**src/rtl/uart_rx_64_if.sv**
```systemverilog
`default_nettype none
// ============================================================================
//  Module   : uart_rx_64_if
//  Purpose  : Serial line plus received-word bus for the 64-bit UART receiver.
//  Revision : 1.0  initial release
// ============================================================================
interface uart_rx_64_if;
    logic        uart_rxd;
    logic [63:0] data_64;
    logic        data_valid;
    logic        frame_err;
    logic [2:0]  byte_cnt;

    // master drives the line and observes the word; slave is the receiver
    modport master (
        output uart_rxd,
        input  data_64,
        input  data_valid,
        input  frame_err,
        input  byte_cnt
    );

    modport slave (
        input  uart_rxd,
        output data_64,
        output data_valid,
        output frame_err,
        output byte_cnt
    );
endinterface
`default_nettype wire

```
**src/rtl/uart_rx_64.sv**
```systemverilog
`default_nettype none
// ============================================================================
//  Module   : uart_rx_64
//  Purpose  : 8N1 UART receiver assembling eight bytes (MSB byte first) into a
//             64-bit word. Optional macro RX_TIMEOUT_EN drops a stale partial
//             word after TIMEOUT_BITS idle bit periods.
//  Revision : 1.0  initial release
// ============================================================================
module uart_rx_64 #(
    parameter int CLK_F        = 50_000_000,
    parameter int UART_BPS     = 115200,
    parameter int CLK_GOAL     = CLK_F / UART_BPS,
    parameter int TIMEOUT_BITS = 20
) (
    input  wire logic   clk,
    input  wire logic   rst_n,
    uart_rx_64_if.slave rx
);

    localparam int c_CNT_W = $clog2(CLK_GOAL);
    localparam logic [c_CNT_W-1:0] c_HALF_LAST = c_CNT_W'(CLK_GOAL / 2 - 1);
    localparam logic [c_CNT_W-1:0] c_BIT_LAST  = c_CNT_W'(CLK_GOAL - 1);

    if (CLK_GOAL < 4 || TIMEOUT_BITS < 1) begin : g_param_check
        $error("uart_rx_64: CLK_GOAL must be >= 4 and TIMEOUT_BITS >= 1");
    end

    typedef enum logic [1:0] {
        S_IDLE  = 2'd0,
        S_START = 2'd1,
        S_DATA  = 2'd2,
        S_STOP  = 2'd3
    } state_t;

    state_t             r_state;
    logic               r_rxd_s1;
    logic               r_rxd_s2;
    logic               r_rxd_d;
    logic [c_CNT_W-1:0] r_cnt;
    logic [2:0]         r_bit_idx;
    logic [7:0]         r_byte;
    logic [55:0]        r_word;
    logic [63:0]        r_data_64;
    logic               r_data_valid;
    logic               r_frame_err;
    logic [2:0]         r_byte_cnt;
    logic               w_start_edge;

`ifdef RX_TIMEOUT_EN
    localparam int c_TO_W = $clog2(TIMEOUT_BITS * CLK_GOAL);
    localparam logic [c_TO_W-1:0] c_TO_LAST = c_TO_W'(TIMEOUT_BITS * CLK_GOAL - 1);
    logic [c_TO_W-1:0]  r_idle_cnt;
`endif

    // r_rxd_d is the previous synchronized sample, so a start needs a real fall
    assign w_start_edge = r_rxd_d & ~r_rxd_s2;

    always_ff @(posedge clk) begin
        if (!rst_n) begin
            r_rxd_s1     <= 1'b1;
            r_rxd_s2     <= 1'b1;
            r_rxd_d      <= 1'b1;
            r_state      <= S_IDLE;
            r_cnt        <= '0;
            r_bit_idx    <= '0;
            r_byte       <= '0;
            r_word       <= '0;
            r_data_64    <= '0;
            r_data_valid <= 1'b0;
            r_frame_err  <= 1'b0;
            r_byte_cnt   <= '0;
`ifdef RX_TIMEOUT_EN
            r_idle_cnt   <= '0;
`endif
        end else begin
            r_rxd_s1     <= rx.uart_rxd;
            r_rxd_s2     <= r_rxd_s1;
            r_rxd_d      <= r_rxd_s2;
            r_data_valid <= 1'b0;
            r_frame_err  <= 1'b0;

            case (r_state)
                S_IDLE: begin
                    if (w_start_edge) begin
                        r_state   <= S_START;
                        r_cnt     <= '0;
                        r_bit_idx <= '0;
                    end
                end
                S_START: begin
                    if (r_cnt == c_HALF_LAST) begin
                        r_cnt   <= '0;
                        r_state <= r_rxd_s2 ? S_IDLE : S_DATA;
                    end else begin
                        r_cnt <= r_cnt + 1'b1;
                    end
                end
                S_DATA: begin
                    if (r_cnt == c_BIT_LAST) begin
                        r_cnt     <= '0;
                        r_byte    <= {r_rxd_s2, r_byte[7:1]};
                        r_bit_idx <= r_bit_idx + 3'd1;
                        if (r_bit_idx == 3'd7) begin
                            r_state <= S_STOP;
                        end
                    end else begin
                        r_cnt <= r_cnt + 1'b1;
                    end
                end
                S_STOP: begin
                    if (r_cnt == c_BIT_LAST) begin
                        r_cnt   <= '0;
                        r_state <= S_IDLE;
                        if (r_rxd_s2) begin
                            // earlier bytes shift up so the first lands in [63:56]
                            if (r_byte_cnt == 3'd7) begin
                                r_data_64    <= {r_word, r_byte};
                                r_data_valid <= 1'b1;
                                r_word       <= '0;
                            end else begin
                                r_word <= {r_word[47:0], r_byte};
                            end
                            r_byte_cnt <= r_byte_cnt + 3'd1;
                        end else begin
                            r_frame_err <= 1'b1;
                            r_word      <= '0;
                            r_byte_cnt  <= '0;
                        end
                    end else begin
                        r_cnt <= r_cnt + 1'b1;
                    end
                end
                default: r_state <= S_IDLE;
            endcase

`ifdef RX_TIMEOUT_EN
            if (r_state == S_IDLE && r_byte_cnt != 3'd0 && r_rxd_s2) begin
                if (r_idle_cnt == c_TO_LAST) begin
                    r_idle_cnt <= '0;
                    r_byte_cnt <= '0;
                    r_word     <= '0;
                end else begin
                    r_idle_cnt <= r_idle_cnt + 1'b1;
                end
            end else begin
                r_idle_cnt <= '0;
            end
`endif
        end
    end

    assign rx.data_64    = r_data_64;
    assign rx.data_valid = r_data_valid;
    assign rx.frame_err  = r_frame_err;
    assign rx.byte_cnt   = r_byte_cnt;

endmodule
`default_nettype wire

```
**src/flat_wrapper.sv**
```systemverilog
// flat-port wrapper written by rule: the top's interface ports become plain ports
module uart_rx_64_flat 
#(
    parameter int CLK_F        = 50_000_000,
    parameter int UART_BPS     = 115200,
    parameter int CLK_GOAL     = CLK_F / UART_BPS,
    parameter int TIMEOUT_BITS = 20
)
  (clk, rst_n, rx_uart_rxd, rx_data_64, rx_data_valid, rx_frame_err, rx_byte_cnt);
  uart_rx_64_if rx_i ();
  input  wire logic clk;
  input  wire logic rst_n;
  input wire logic [$bits(rx_i.uart_rxd)-1:0] rx_uart_rxd;
  output wire logic [$bits(rx_i.data_64)-1:0] rx_data_64;
  output wire logic [$bits(rx_i.data_valid)-1:0] rx_data_valid;
  output wire logic [$bits(rx_i.frame_err)-1:0] rx_frame_err;
  output wire logic [$bits(rx_i.byte_cnt)-1:0] rx_byte_cnt;
  assign rx_i.uart_rxd = rx_uart_rxd;
  assign rx_data_64 = rx_i.data_64;
  assign rx_data_valid = rx_i.data_valid;
  assign rx_frame_err = rx_i.frame_err;
  assign rx_byte_cnt = rx_i.byte_cnt;
  uart_rx_64 #(.CLK_F(CLK_F), .UART_BPS(UART_BPS), .CLK_GOAL(CLK_GOAL), .TIMEOUT_BITS(TIMEOUT_BITS)) u_core (.clk(clk), .rst_n(rst_n), .rx(rx_i));
endmodule
```
**config.mk**
```make
export PLATFORM = sky130hd
export DESIGN_NAME = uart_rx_64_flat
export DESIGN_NICKNAME = d
export VERILOG_FILES = /design/src/rtl/uart_rx_64_if.sv /design/src/rtl/uart_rx_64.sv /design/src/flat_wrapper.sv
export SDC_FILE = /design/constraint.sdc
export NUM_CORES = 1
export LEC_CHECK = 0
export CORE_MARGIN = 3
export CORE_UTILIZATION = 55
export DETAILED_ROUTE_END_ITERATION = 12
export GPL_TIMING_DRIVEN = 0
export PLACE_DENSITY = 0.88
export SYNTH_ARGS = -nofsm -noshare
export SYNTH_HDL_FRONTEND = slang
export SYNTH_SLANG_ARGS = --single-unit
```
**constraint.sdc**
```tcl
create_clock -name clk -period 2.56 [get_ports clk]
set_input_delay 0.768 -clock clk [delete_from_list [all_inputs] [get_ports clk]]
set_output_delay 0.768 -clock clk [all_outputs]
set_load 0.005 [all_outputs]
```
==> summary.md <==
| Metric | Value |
|---|---|
| Status | finished clean |
| Critical path class | reg -> reg |
| Crit-path slowest cell | nor4bb_1 |
| RSZ-0062 raised after global routing | false |
| Placed cells | 892 |
| I/O pins | 72 |
| Pre-CTS setup slack | -0.150 ns |
| Grt ovf | 0 |
| Post-layout util | 71.1% |
| CTS tree | yes |
| Synth Instances | 685 |
| Synth warnings | 0 |
| FMAX | 0.418 GHz |
| Via count | 5149 |
| Vias in the first global route | about 4.9k |
| Port Buffers | between 70 and 80 |
| Synth area leaders | dfxtp_1 51%, nand2_1 12%, mux2i_1 12%, a21oi_1 5.6%, nand3_1 5.2% |
| Hold Crit Class | reg -> reg |
| Sw Share | roughly 23% |
| Worst Tran Pin Value | 1.10 ns |
| CP Max Fanout | 10 |
| Top-count cell post-synth | nand2_1 |
| #FFs+latches synth | 150 |
| Die H | between 100 and 150 microns |
| CP arrival | 2.78 ns |
| CTS Hold Bufs | 0 |
| P_int | 3770 uW |
| Min Tclk post-route | 2.39 ns |
| Post-DRT Antenna Nets | 0 |
| Post-Layout Cell Count | 924 |
| Max Transition Viols Final | 0 |
| Peak supply drop | 480 uV |
| Post-synth ARST share | 0% |
| TritonCTS Buffers | 17 |
| Postcts setup bufs | 0 |
| Avg Vias per Cell | about 5.6 |
| Lkg Pwr | 0.00238 uW |
| Die Area | 0.0121 sq mm |
| Starting DRT DRC Count | 252 |
| Area Overhead vs Synth | 24.6% |
| Max_cap viols | 0 |
| Share of layout cells above drive strength 1 | 6.09% |
| CTS H-Tree Depth | 4 |
| Power Density | approximately 660 mW/mm^2 |
| Crit path largest cell delay | 0.63 ns |
| Final hold vios | 0 |
| Flop2flop setup slack | 0.17 ns |
| FP Rows | 37 |
| Die width | 110 microns |
| Clock latency on the worst-skew pair | 0.53 ns |
| Top-area cell type share of the netlist area | 50.5% |
| Sequential power share | 48.0% |
| Pin count of the biggest net entering global routing | 17 |
| Drt first pass iters | 6 |
| CP Capture Type | register |
| Sequential fraction of the synthesis area | between 50 and 60% |
| Top FF cell, synth | dfxtp_1 |
| Final worst setup slack | 0.168 ns |
| Worst path cell trace | ha_1 -> nor4bb_1 -> nand4_1 -> clkbuf_1 -> nand2_1 -> a21oi_1 |
| TNS Setup | 0 ns |
| Initial antenna violation count | 0 |
| # DRC | 0 |
| Post-Synthesis Cell Area | slightly below 0.006 sq mm |
| Final Skew | 0.0112 ns |
| Detailed Place HPWL | 9670 microns |
| Ant diodes | 0 |
| Routed wire length | about 14000 microns |
| Final setup fails | 0 |
| Clk sink count | 150 |
| FILL cells | roughly 760 |
| GRT Resource Usage Total | 24.8% |
| GPL Wtd Cong | 0.902 |
| Wire per inst | 15.3 microns |
| Post-synth top cells | 197 x nand2_1, 150 x dfxtp_1, 72 x mux2i_1, 67 x a21oi_1, 62 x nand3_1 |
| Root Buffer Master | clkbuf_8 |
| Synth cell types | 37 |
| Psw | 1100 uW |
| Startpoint Class | register |
| Avg Cell Area, Syn | 8.68 sq um |
| Max Buffers Root-to-Sink | 2 |
| Combinational fraction of design power | between 2 and 2.5% |
| Initial core utilization | 57.1% |
| Synth area leader | dfxtp_1 |
| Final Net Count | 785 |
| Slew headroom | 26.3% |
| Clk slew on worst S/H paths | 0.06 ns |
| Synth Net Count | 695 |
| Worst endpoint required time | 2.95 ns |
| Global-route wire length before repair | 23500 microns |
| Core Region | 0.0104 sq mm |
| EDFF count, synth | 0 |
| Post_cts resized | 0 |
| Final Cycle Share | 93.4% |
| Clock power share | 49.9% |
cells by family after synthesis:
logic type | share of synthesized area [%]
compound gates | 8.80
fa+ha+maj | 1.47
buf+inv | 4.82
flops | 50.5
mux | 12.1
simple gates | 22.3
layout by cell type, fill, tap and decap left out, types with 2 or more instances in the layout:
master,n
ha_1,7
clkbuf_16,16
and3_1,2
mux2i_1,72
clkinv_4,2
nand2b_1,4
clkdlybuf4s50_1,71
nand2_1,197
o32ai_1,2
a41oi_1,2
buf_2,6
and2_1,2
nand4_1,2
nor3_1,8
o21a_1,5
nor4_4,2
o21ai_0,5
nor2_1,13
o22ai_1,5
a32o_1,2
dfxtp_1,150
a21oi_1,67
clkbuf_1,43
inv_1,6
inv_6,4
inv_8,2
nor2b_1,3
buf_6,6
nand3_1,62
bufinv_16,2
clkinvlp_4,4
final cells by class:
cell class / count / area, sq um / area share [%]
Inverter: 7 / 26.3 / 0.355
Clock inverter: 14 / 165 / 2.23
Multi-Input combinational cell: 473 / 2650 / 35.8
Tap cell: 136 / 170 / 2.30
Buffer: 55 / 260 / 3.51
Sequential cell: 150 / 3000 / 40.5
Clock buffer: 18 / 418 / 5.64
Timing Repair Buffer: 71 / 711 / 9.59
state kept, by name (all words and copies together) (netlist names), named ones only:
signal,count
u_core.r_bit_idx,3
u_core.r_byte,8
u_core.r_cnt,9
u_core.r_rxd_d,1
u_core.r_rxd_s1,1
u_core.r_rxd_s2,1
u_core.r_state,1
u_core.r_word,56
u_core.rx.byte_cnt,3
u_core.rx.data_64,64
u_core.rx.data_valid,1
u_core.rx.frame_err,1
path summary, 6_finish.rpt:
check / start / to / cells after the start
worst max-delay path: u_core.r_cnt[0] / u_core.rx.byte_cnt[2] / 6
worst min register to register: u_core.r_rxd_s1 / u_core.r_rxd_s2 / 1
worst max register to register: u_core.r_cnt[0] / u_core.rx.byte_cnt[2] / 6
worst min-delay path: u_core.r_rxd_s1 / u_core.r_rxd_s2 / 1
power by group through the flow:
| stage | sequential (uW) | clock (uW) | combinational [uW] |
|---|---|---|---|
| detailed placement | 2390 | 0 | 99.3 |
| finish | 2340 | 2430 | 102 |
| CTS | 2340 | 2470 | 101 |
| global route | 2340 | 2570 | 112 |
| global placement | 2390 | 0 | 95.8 |
| floorplan | 2390 | 0 | 68.7 |
per-stage QoR:
step	area, sq um	hold slack (ns)	total power [uW]
6_report	7410	0.419	4870
2_1_floorplan	5940	0.386	2460
3_5_place_dp	6820	0.403	2490
5_1_grt	7410	0.444	5020
4_1_cts	7410	0.417	4910
3_3_place_gp	6820	0.390	2490
metal layers:
layer	track usage (%)	wire length, microns	vias up
met4	9.71	303	0
met3	6.58	884	30
met1	32.3	6160	2420
li1	-	-	2509
met2	39.1	6820	190
met5	0	0	-
worst max-delay path, delay by kind of cell, from the launching register on:
family / cells / cell delay, ns
fa+ha+maj: 1 / 0.21
flops: 1 / 0.41
simple gates: 3 / 1.20
buf+inv: 1 / 0.35
compound gates: 1 / 0.08
Note: power is estimated with default switching activity, not from simulation.
